**src/rtl/multicycle_cpu_if.sv**
```systemverilog
// Fetch and data-memory bus between multicycle_cpu and its external memories.
// master = CPU side, slave = memory side.
interface multicycle_cpu_if #(
    parameter int DATA_WIDTH  = 8,
    parameter int ADDR_BITS   = 5,
    parameter int INSTR_WIDTH = 20,
    parameter int PC_BITS     = 8
);
    logic [PC_BITS-1:0]     imem_addr;
    logic                   imem_req;
    logic                   imem_valid;
    logic [INSTR_WIDTH-1:0] instruction;
    logic [ADDR_BITS-1:0]   dmem_addr;
    logic [DATA_WIDTH-1:0]  dmem_wdata;
    logic                   dmem_wen;
    logic [DATA_WIDTH-1:0]  dmem_rdata;

    modport master (
        output imem_addr, imem_req,
        output dmem_addr, dmem_wdata, dmem_wen,
        input  imem_valid, instruction, dmem_rdata
    );

    modport slave (
        input  imem_addr, imem_req,
        input  dmem_addr, dmem_wdata, dmem_wen,
        output imem_valid, instruction, dmem_rdata
    );
endinterface

```
**src/rtl/multicycle_cpu.sv**
```systemverilog
// Self-fetching multicycle CPU: FETCH/DECODE/EXEC/(MEM/MEMWAIT)/WB sequencer.
// Define CPU_MUL_EN to turn opcode 11 into MUL; otherwise it is a NOP.
module multicycle_cpu #(
    parameter int DATA_WIDTH  = 8,
    parameter int ADDR_BITS   = 5,
    parameter int INSTR_WIDTH = 20,
    parameter int PC_BITS     = 8
) (
    input  logic               clk,
    input  logic               rst,
    multicycle_cpu_if.master   bus,
    output logic               retire,
    output logic               halted
);
    localparam int IMM_W = INSTR_WIDTH - 4 - 2 * ADDR_BITS;
    localparam int NREG  = 2 ** ADDR_BITS;

    localparam logic [3:0] OP_ADD  = 4'd0;
    localparam logic [3:0] OP_SUB  = 4'd1;
    localparam logic [3:0] OP_AND  = 4'd2;
    localparam logic [3:0] OP_OR   = 4'd3;
    localparam logic [3:0] OP_XOR  = 4'd4;
    localparam logic [3:0] OP_ADDI = 4'd5;
    localparam logic [3:0] OP_LD   = 4'd6;
    localparam logic [3:0] OP_ST   = 4'd7;
    localparam logic [3:0] OP_BEQ  = 4'd8;
    localparam logic [3:0] OP_JMP  = 4'd9;
    localparam logic [3:0] OP_HALT = 4'd10;
`ifdef CPU_MUL_EN
    localparam logic [3:0] OP_MUL  = 4'd11;
`endif

    typedef enum logic [2:0] {
        FETCH,
        DECODE,
        EXEC,
        MEM,
        MEMWAIT,
        WB,
        HALTED
    } state_e;

    state_e                 state_q, state_d;
    logic [PC_BITS-1:0]     pc_q, pc_d;
    logic [INSTR_WIDTH-1:0] instr_q, instr_d;
    logic [DATA_WIDTH-1:0]  opa_q, opa_d;
    logic [DATA_WIDTH-1:0]  opb_q, opb_d;
    logic [DATA_WIDTH-1:0]  opd_q, opd_d;
    logic [DATA_WIDTH-1:0]  res_q, res_d;
    logic [DATA_WIDTH-1:0]  regs_q [NREG];

    logic [3:0]            op;
    logic [ADDR_BITS-1:0]  rd, rs1, rs2;
    logic [IMM_W-1:0]      imm;
    logic [DATA_WIDTH-1:0] simm;
    logic [DATA_WIDTH-1:0] addr_sum;
    logic [DATA_WIDTH-1:0] alu;
    logic                  wr_rd;
    logic                  rf_we;
    logic                  is_ld, is_st, is_beq, is_jmp, is_halt;

    assign op   = instr_q[INSTR_WIDTH-1 -: 4];
    assign rd   = instr_q[INSTR_WIDTH-5 -: ADDR_BITS];
    assign rs1  = instr_q[INSTR_WIDTH-5-ADDR_BITS -: ADDR_BITS];
    assign imm  = instr_q[IMM_W-1:0];
    assign rs2  = imm[IMM_W-1 -: ADDR_BITS];
    assign simm = DATA_WIDTH'($signed(imm));

    assign is_ld   = (op == OP_LD);
    assign is_st   = (op == OP_ST);
    assign is_beq  = (op == OP_BEQ);
    assign is_jmp  = (op == OP_JMP);
    assign is_halt = (op == OP_HALT);

    // Operands stay latched until the next DECODE, so the address is stable through MEMWAIT.
    assign addr_sum = opa_q + simm;

    function automatic logic [DATA_WIDTH-1:0] rf_rd(input logic [ADDR_BITS-1:0] idx);
        return (idx == '0) ? '0 : regs_q[idx];
    endfunction

    always_comb begin
        alu = '0;
        case (op)
            OP_ADD:  alu = opa_q + opb_q;
            OP_SUB:  alu = opa_q - opb_q;
            OP_AND:  alu = opa_q & opb_q;
            OP_OR:   alu = opa_q | opb_q;
            OP_XOR:  alu = opa_q ^ opb_q;
            OP_ADDI: alu = addr_sum;
            OP_LD:   alu = addr_sum;
            OP_ST:   alu = addr_sum;
`ifdef CPU_MUL_EN
            OP_MUL:  alu = opa_q * opb_q;
`endif
            default: alu = '0;
        endcase
    end

    always_comb begin
        wr_rd = (op <= OP_LD);
`ifdef CPU_MUL_EN
        if (op == OP_MUL) wr_rd = 1'b1;
`endif
    end

    always_comb begin
        state_d = state_q;
        pc_d    = pc_q;
        instr_d = instr_q;
        opa_d   = opa_q;
        opb_d   = opb_q;
        opd_d   = opd_q;
        res_d   = res_q;
        rf_we   = 1'b0;
        case (state_q)
            FETCH: begin
                if (bus.imem_valid) begin
                    instr_d = bus.instruction;
                    state_d = DECODE;
                end
            end
            DECODE: begin
                opa_d   = rf_rd(rs1);
                opb_d   = rf_rd(rs2);
                opd_d   = rf_rd(rd);
                state_d = EXEC;
            end
            EXEC: begin
                res_d   = alu;
                state_d = is_ld ? MEM : WB;
            end
            MEM: state_d = MEMWAIT;
            MEMWAIT: begin
                res_d   = bus.dmem_rdata;
                state_d = WB;
            end
            WB: begin
                rf_we = wr_rd && (rd != '0);
                unique case (1'b1)
                    is_beq: begin
                        if (opd_q == opa_q)
                            pc_d = pc_q + PC_BITS'(1) + PC_BITS'($signed(imm));
                        else
                            pc_d = pc_q + PC_BITS'(1);
                    end
                    is_jmp:  pc_d = PC_BITS'(imm);
                    default: pc_d = pc_q + PC_BITS'(1);
                endcase
                state_d = is_halt ? HALTED : FETCH;
            end
            HALTED: state_d = HALTED;
            default: state_d = FETCH;
        endcase
    end

    always_ff @(posedge clk) begin
        if (rst) state_q <= FETCH;
        else     state_q <= state_d;
    end

    always_ff @(posedge clk) begin
        if (rst) begin
            pc_q    <= '0;
            instr_q <= '0;
            opa_q   <= '0;
            opb_q   <= '0;
            opd_q   <= '0;
            res_q   <= '0;
            for (int i = 0; i < NREG; i++) regs_q[i] <= '0;
        end else begin
            pc_q    <= pc_d;
            instr_q <= instr_d;
            opa_q   <= opa_d;
            opb_q   <= opb_d;
            opd_q   <= opd_d;
            res_q   <= res_d;
            if (rf_we) regs_q[rd] <= res_q;
        end
    end

    assign bus.imem_addr  = pc_q;
    assign bus.imem_req   = (state_q == FETCH);
    assign bus.dmem_addr  = addr_sum[ADDR_BITS-1:0];
    assign bus.dmem_wdata = opd_q;
    // A store caught by reset in EXEC must not reach memory.
    assign bus.dmem_wen   = (state_q == EXEC) && is_st && !rst;
    assign retire         = (state_q == WB);
    assign halted         = (state_q == HALTED);
endmodule
```
**src/flat_wrapper.sv**
```systemverilog
// flat-port wrapper written by rule: the top's interface ports become plain ports
module multicycle_cpu_flat 
#(
    parameter int DATA_WIDTH  = 8,
    parameter int ADDR_BITS   = 5,
    parameter int INSTR_WIDTH = 20,
    parameter int PC_BITS     = 8
)
  (clk, rst, retire, halted, bus_imem_addr, bus_imem_req, bus_dmem_addr, bus_dmem_wdata, bus_dmem_wen, bus_imem_valid, bus_instruction, bus_dmem_rdata);
  multicycle_cpu_if #(.DATA_WIDTH(DATA_WIDTH), .ADDR_BITS(ADDR_BITS), .INSTR_WIDTH(INSTR_WIDTH), .PC_BITS(PC_BITS)) bus_i ();
  input  logic clk;
  input  logic rst;
  output logic retire;
  output logic halted;
  output wire logic [$bits(bus_i.imem_addr)-1:0] bus_imem_addr;
  output wire logic [$bits(bus_i.imem_req)-1:0] bus_imem_req;
  output wire logic [$bits(bus_i.dmem_addr)-1:0] bus_dmem_addr;
  output wire logic [$bits(bus_i.dmem_wdata)-1:0] bus_dmem_wdata;
  output wire logic [$bits(bus_i.dmem_wen)-1:0] bus_dmem_wen;
  input wire logic [$bits(bus_i.imem_valid)-1:0] bus_imem_valid;
  input wire logic [$bits(bus_i.instruction)-1:0] bus_instruction;
  input wire logic [$bits(bus_i.dmem_rdata)-1:0] bus_dmem_rdata;
  assign bus_imem_addr = bus_i.imem_addr;
  assign bus_imem_req = bus_i.imem_req;
  assign bus_dmem_addr = bus_i.dmem_addr;
  assign bus_dmem_wdata = bus_i.dmem_wdata;
  assign bus_dmem_wen = bus_i.dmem_wen;
  assign bus_i.imem_valid = bus_imem_valid;
  assign bus_i.instruction = bus_instruction;
  assign bus_i.dmem_rdata = bus_dmem_rdata;
  multicycle_cpu #(.DATA_WIDTH(DATA_WIDTH), .ADDR_BITS(ADDR_BITS), .INSTR_WIDTH(INSTR_WIDTH), .PC_BITS(PC_BITS)) u_core (.clk(clk), .rst(rst), .bus(bus_i), .retire(retire), .halted(halted));
endmodule
```
**config.mk**
```make
export PLATFORM = sky130hd
export DESIGN_NAME = multicycle_cpu_flat
export DESIGN_NICKNAME = d
export VERILOG_FILES = /design/src/rtl/multicycle_cpu_if.sv /design/src/rtl/multicycle_cpu.sv /design/src/flat_wrapper.sv
export SDC_FILE = /design/constraint.sdc
export NUM_CORES = 1
export LEC_CHECK = 0
export CAP_MARGIN = 20
export CORE_MARGIN = 2
export CORE_UTILIZATION = 50
export DETAILED_ROUTE_END_ITERATION = 10
export GPL_ROUTABILITY_DRIVEN = 1
export MAX_ROUTING_LAYER = met4
export PLACE_DENSITY_LB_ADDON = 0.25
export SLEW_MARGIN = 20
export SYNTH_ARGS = -nofsm -noshare
export SYNTH_HDL_FRONTEND = slang
export SYNTH_SLANG_ARGS = --single-unit
```
**constraint.sdc**
```tcl
create_clock -name clk -period 7.7 [get_ports clk]
set_input_delay 0.77 -clock clk [delete_from_list [all_inputs] [get_ports clk]]
set_output_delay 0.77 -clock clk [all_outputs]
set_load 0.05 [all_outputs]
```
==> metrics.md <==
| Metric | Value |
|---|---|
| Synthesized instance count | `1,679` |
| Vias in the first global route | `between 10,000 and 15,000` |
| Worst-path cell chain | `ha_1, fa_1, a21o_1, a21oi_1, xnor2_1, clkdlybuf4s50_1` |
| Ys flop type | `edfxtp_1` |
| Overflow after GRT | `0` |
| EDFF count, synth | `256` |
| Max cap viols | `0` |
| Initial antenna violation count | `0` |
| Setup-failing EPs final | `0` |
| Top post-synthesis cells by area | `edfxtp_1, mux4_2, dfxtp_1, and2_1, ha_1` |
| Vias | `15,010` |
| Post-CTS sizing | `0` |
| Gpl congestion | `0.9837` |
| FP Rows | `74` |
| Worst Hold Class | `reg -> reg` |
| PortBufs | `55` |
| CTS tree | `done` |
| Setup Total Neg Slack | `0 ns` |
| Total global routing track utilization | `30.55%` |
| Core area | `0.04083 mm^2` |
| Clk_skew | `about 0.011 ns` |
| Diode count | `0` |
| Share of the synthesized area in the top cell type | `37.12%` |
| Seq/Total Area, Yosys | `44.66%` |
| FFs w/ async S/R, synth | `0%` |
| Maximum VDD drop | `0.1588 mV` |
| Layout Utilization | `55.63%` |
| First-pass GRT wire length | `95.10 mm` |
| Worst path arrival time | `3.11 ns` |
| WL per Instance | `~29 um` |
| Iteration-0 DRC Markers | `1,960` |
| CP Launch Type | `flip-flop` |
| Fin. Hold Viols | `0` |
| Fmax | `around 260 MHz` |
| PD cells | `207.1 mW/mm^2` |
| Time the worst path needs with I/O delays and setup | `about 3.9 ns` |
| Total power | `4705 uW` |
| FF+latch count, synth | `334` |
| Vias/cell | `just under 7` |
| Setup Buffers After CTS | `0` |
| CTS buffer count | `39` |
| CP peak stage delay | `between 0.8 and 0.9 ns` |
| I/O pins | `56` |
| Top-count cell post-synth | `edfxtp_1` |
| CP Max Fanout | `5` |
| Detail Route Antenna Nets | `0` |
| Largest net degree at the start of global routing | `72` |
| Data required, critical path | `6.93 ns` |
| CTS root buf | `clkbuf_16` |
| Clk_lat worst skew | `approximately 0.56 ns` |
| Most frequent cells after synthesis | `edfxtp_1, and2_1, mux4_2` |
| Layout fillers | `around 3,300` |
| RSZ-0062 raised after global routing | `no` |
| Avg Inst Size Synth | `12.33 um^2` |
| Area delta synth->final | `9.698%` |
| Die Wd | `207.5 um` |
| Sinks on Clock Net | `between 300 and 400` |
| Post-Route WL | `63.60 mm` |
| Nets | `1,745` |
| Least-Margin Pin Slew | `1.110 ns` |
| Worst Setup Path Type | `reg -> out` |
| Leakage | `0.007702 uW` |
| DR pass1 iterations | `5` |
| Final worst path period share | `around half` |
| Post-DP HPWL | `45.25 mm` |
| Die extent in y | `207.5 um` |
| Status | `finished clean` |
| Pins Over Slew Limit | `0` |
| Hold_buf cts | `0` |
| Yosys warns | `0` |
| Die ar. | `0.04306 mm^2` |
| Clk buf depth | `3` |
| CTS clk-pin slew, worst paths | `0.06 ns` |
| Synth unique cells | `76` |
| DRC Markers | `0` |
| Fin area | `0.02272 mm^2` |
| Worst relative slew slack | `25.82%` |
| Share of cells above drive strength 1 | `around a fifth` |
| Crit path capture type | `primary output` |
| Starting Density | `50.71%` |
| Critical path's slowest cell | `clkdlybuf4s50_1` |
| Placed instance area | `approximately 0.021 mm^2` |
| Synth area leader | `edfxtp_1` |
| H-tree depth | `2` |
| Syn Std Cell Area | `0.02071 mm^2` |
-- flip-flops by register name, summed over array words and instances (netlist names), named ones only --
| signal | cells |
|---|---|
| u_core.regs_q | 256 |
| u_core.res_q | 8 |
| u_core.state_q | 3 |
| u_core.instr_q | 20 |
| u_core.opb_q | 8 |
| u_core.opa_q | 8 |
| u_core.bus.imem_addr | 8 |
| u_core.bus.dmem_wdata | 8 |
-- cells in the final DEF (no fill, tap or decap), drive strengths merged, types with 18 or more instances in the layout --
cell type	n
mux2i	32
nor2	91
clkbuf	50
nor3	50
mux4	178
or2	36
edfxtp	256
clkdlybuf4s50	54
a22o	25
dfxtp	78
a22oi	58
inv	30
a21oi	67
nor2b	22
nand2	118
and2	227
a211oi	18
xnor2	30
ha	39
o21ai	24
-- power breakdown --
part | internal (uW) | leakage, uW | total [uW] | switching (uW)
registers | 2010 | 0.00328 | 2140 | 133
clock network | 1090 | 0.000607 | 1820 | 739
logic | 317 | 0.00382 | 741 | 423
-- final cells by class --
cell class	count	area (um^2)	share of cell area (%)
Multi-Input combinational cell	1196	10750	47.34
Sequential cell	334	9274	40.83
Clock buffer	50	1080	4.754
Timing Repair Buffer	71	668.1	2.941
Tap cell	532	665.6	2.930
Clock inverter	18	162.7	0.7161
Inverter	30	112.6	0.4957
-- kinds of logic after synthesis --
logic type / after synthesis / share of synthesized area (%)
compound gates: 283 / 9.746
xor+xnor: 35 / 1.480
fa+ha+maj: 42 / 2.647
buf+inv: 156 / 3.535
flops: 334 / 44.66
mux: 225 / 21.83
other cells: 1 / 0.01811
simple gates: 603 / 16.08
-- critical path: cells and delay by family (launching register included) --
kind	cells	cell delay [ns]
buffers and inverters	1	0.89
XOR/XNOR	1	0.26
flip-flops	1	0.36
adder cells (fa/ha/maj)	2	0.67
AO/OA/AOI/OAI	2	0.37
-- worst paths after layout --
path / start / end / slack [ns] / cells after the start
worst max-delay path: u_core.opa_q[0]$_SDFFE_PP0P_ / bus_dmem_addr[4] / 3.82 / 6
worst min-delay path: u_core.instr_q[6]$_SDFFE_PP0P_ / flip-flop / 0.47 / 2
worst max register to register: u_core.instr_q[19]$_SDFFE_PP0P_ / u_core.res_q[6]$_SDFFE_PP0P_ / 4.15 / 10
worst min register to register: u_core.instr_q[6]$_SDFFE_PP0P_ / flip-flop / 0.47 / 2
-- metal layers --
metal  GRT usage, %  part of all wire, %
met5              -                    0
met4          11.63                  4.3
met3          6.581                   11
met2          45.70                   46
met1          41.13                   40
-- per-stage QoR --
stage               instances  setup slack, ns  hold slack [ns]
global route             2231            3.761           0.4990
global placement         2163            4.319           0.4551
CTS                      2231            3.842           0.4687
finish                   2231            3.818           0.4658
detailed placement       2163            4.230           0.4650
floorplan                1686            4.279           0.4449
No activity file was read; power rests on OpenSTA's default activity.
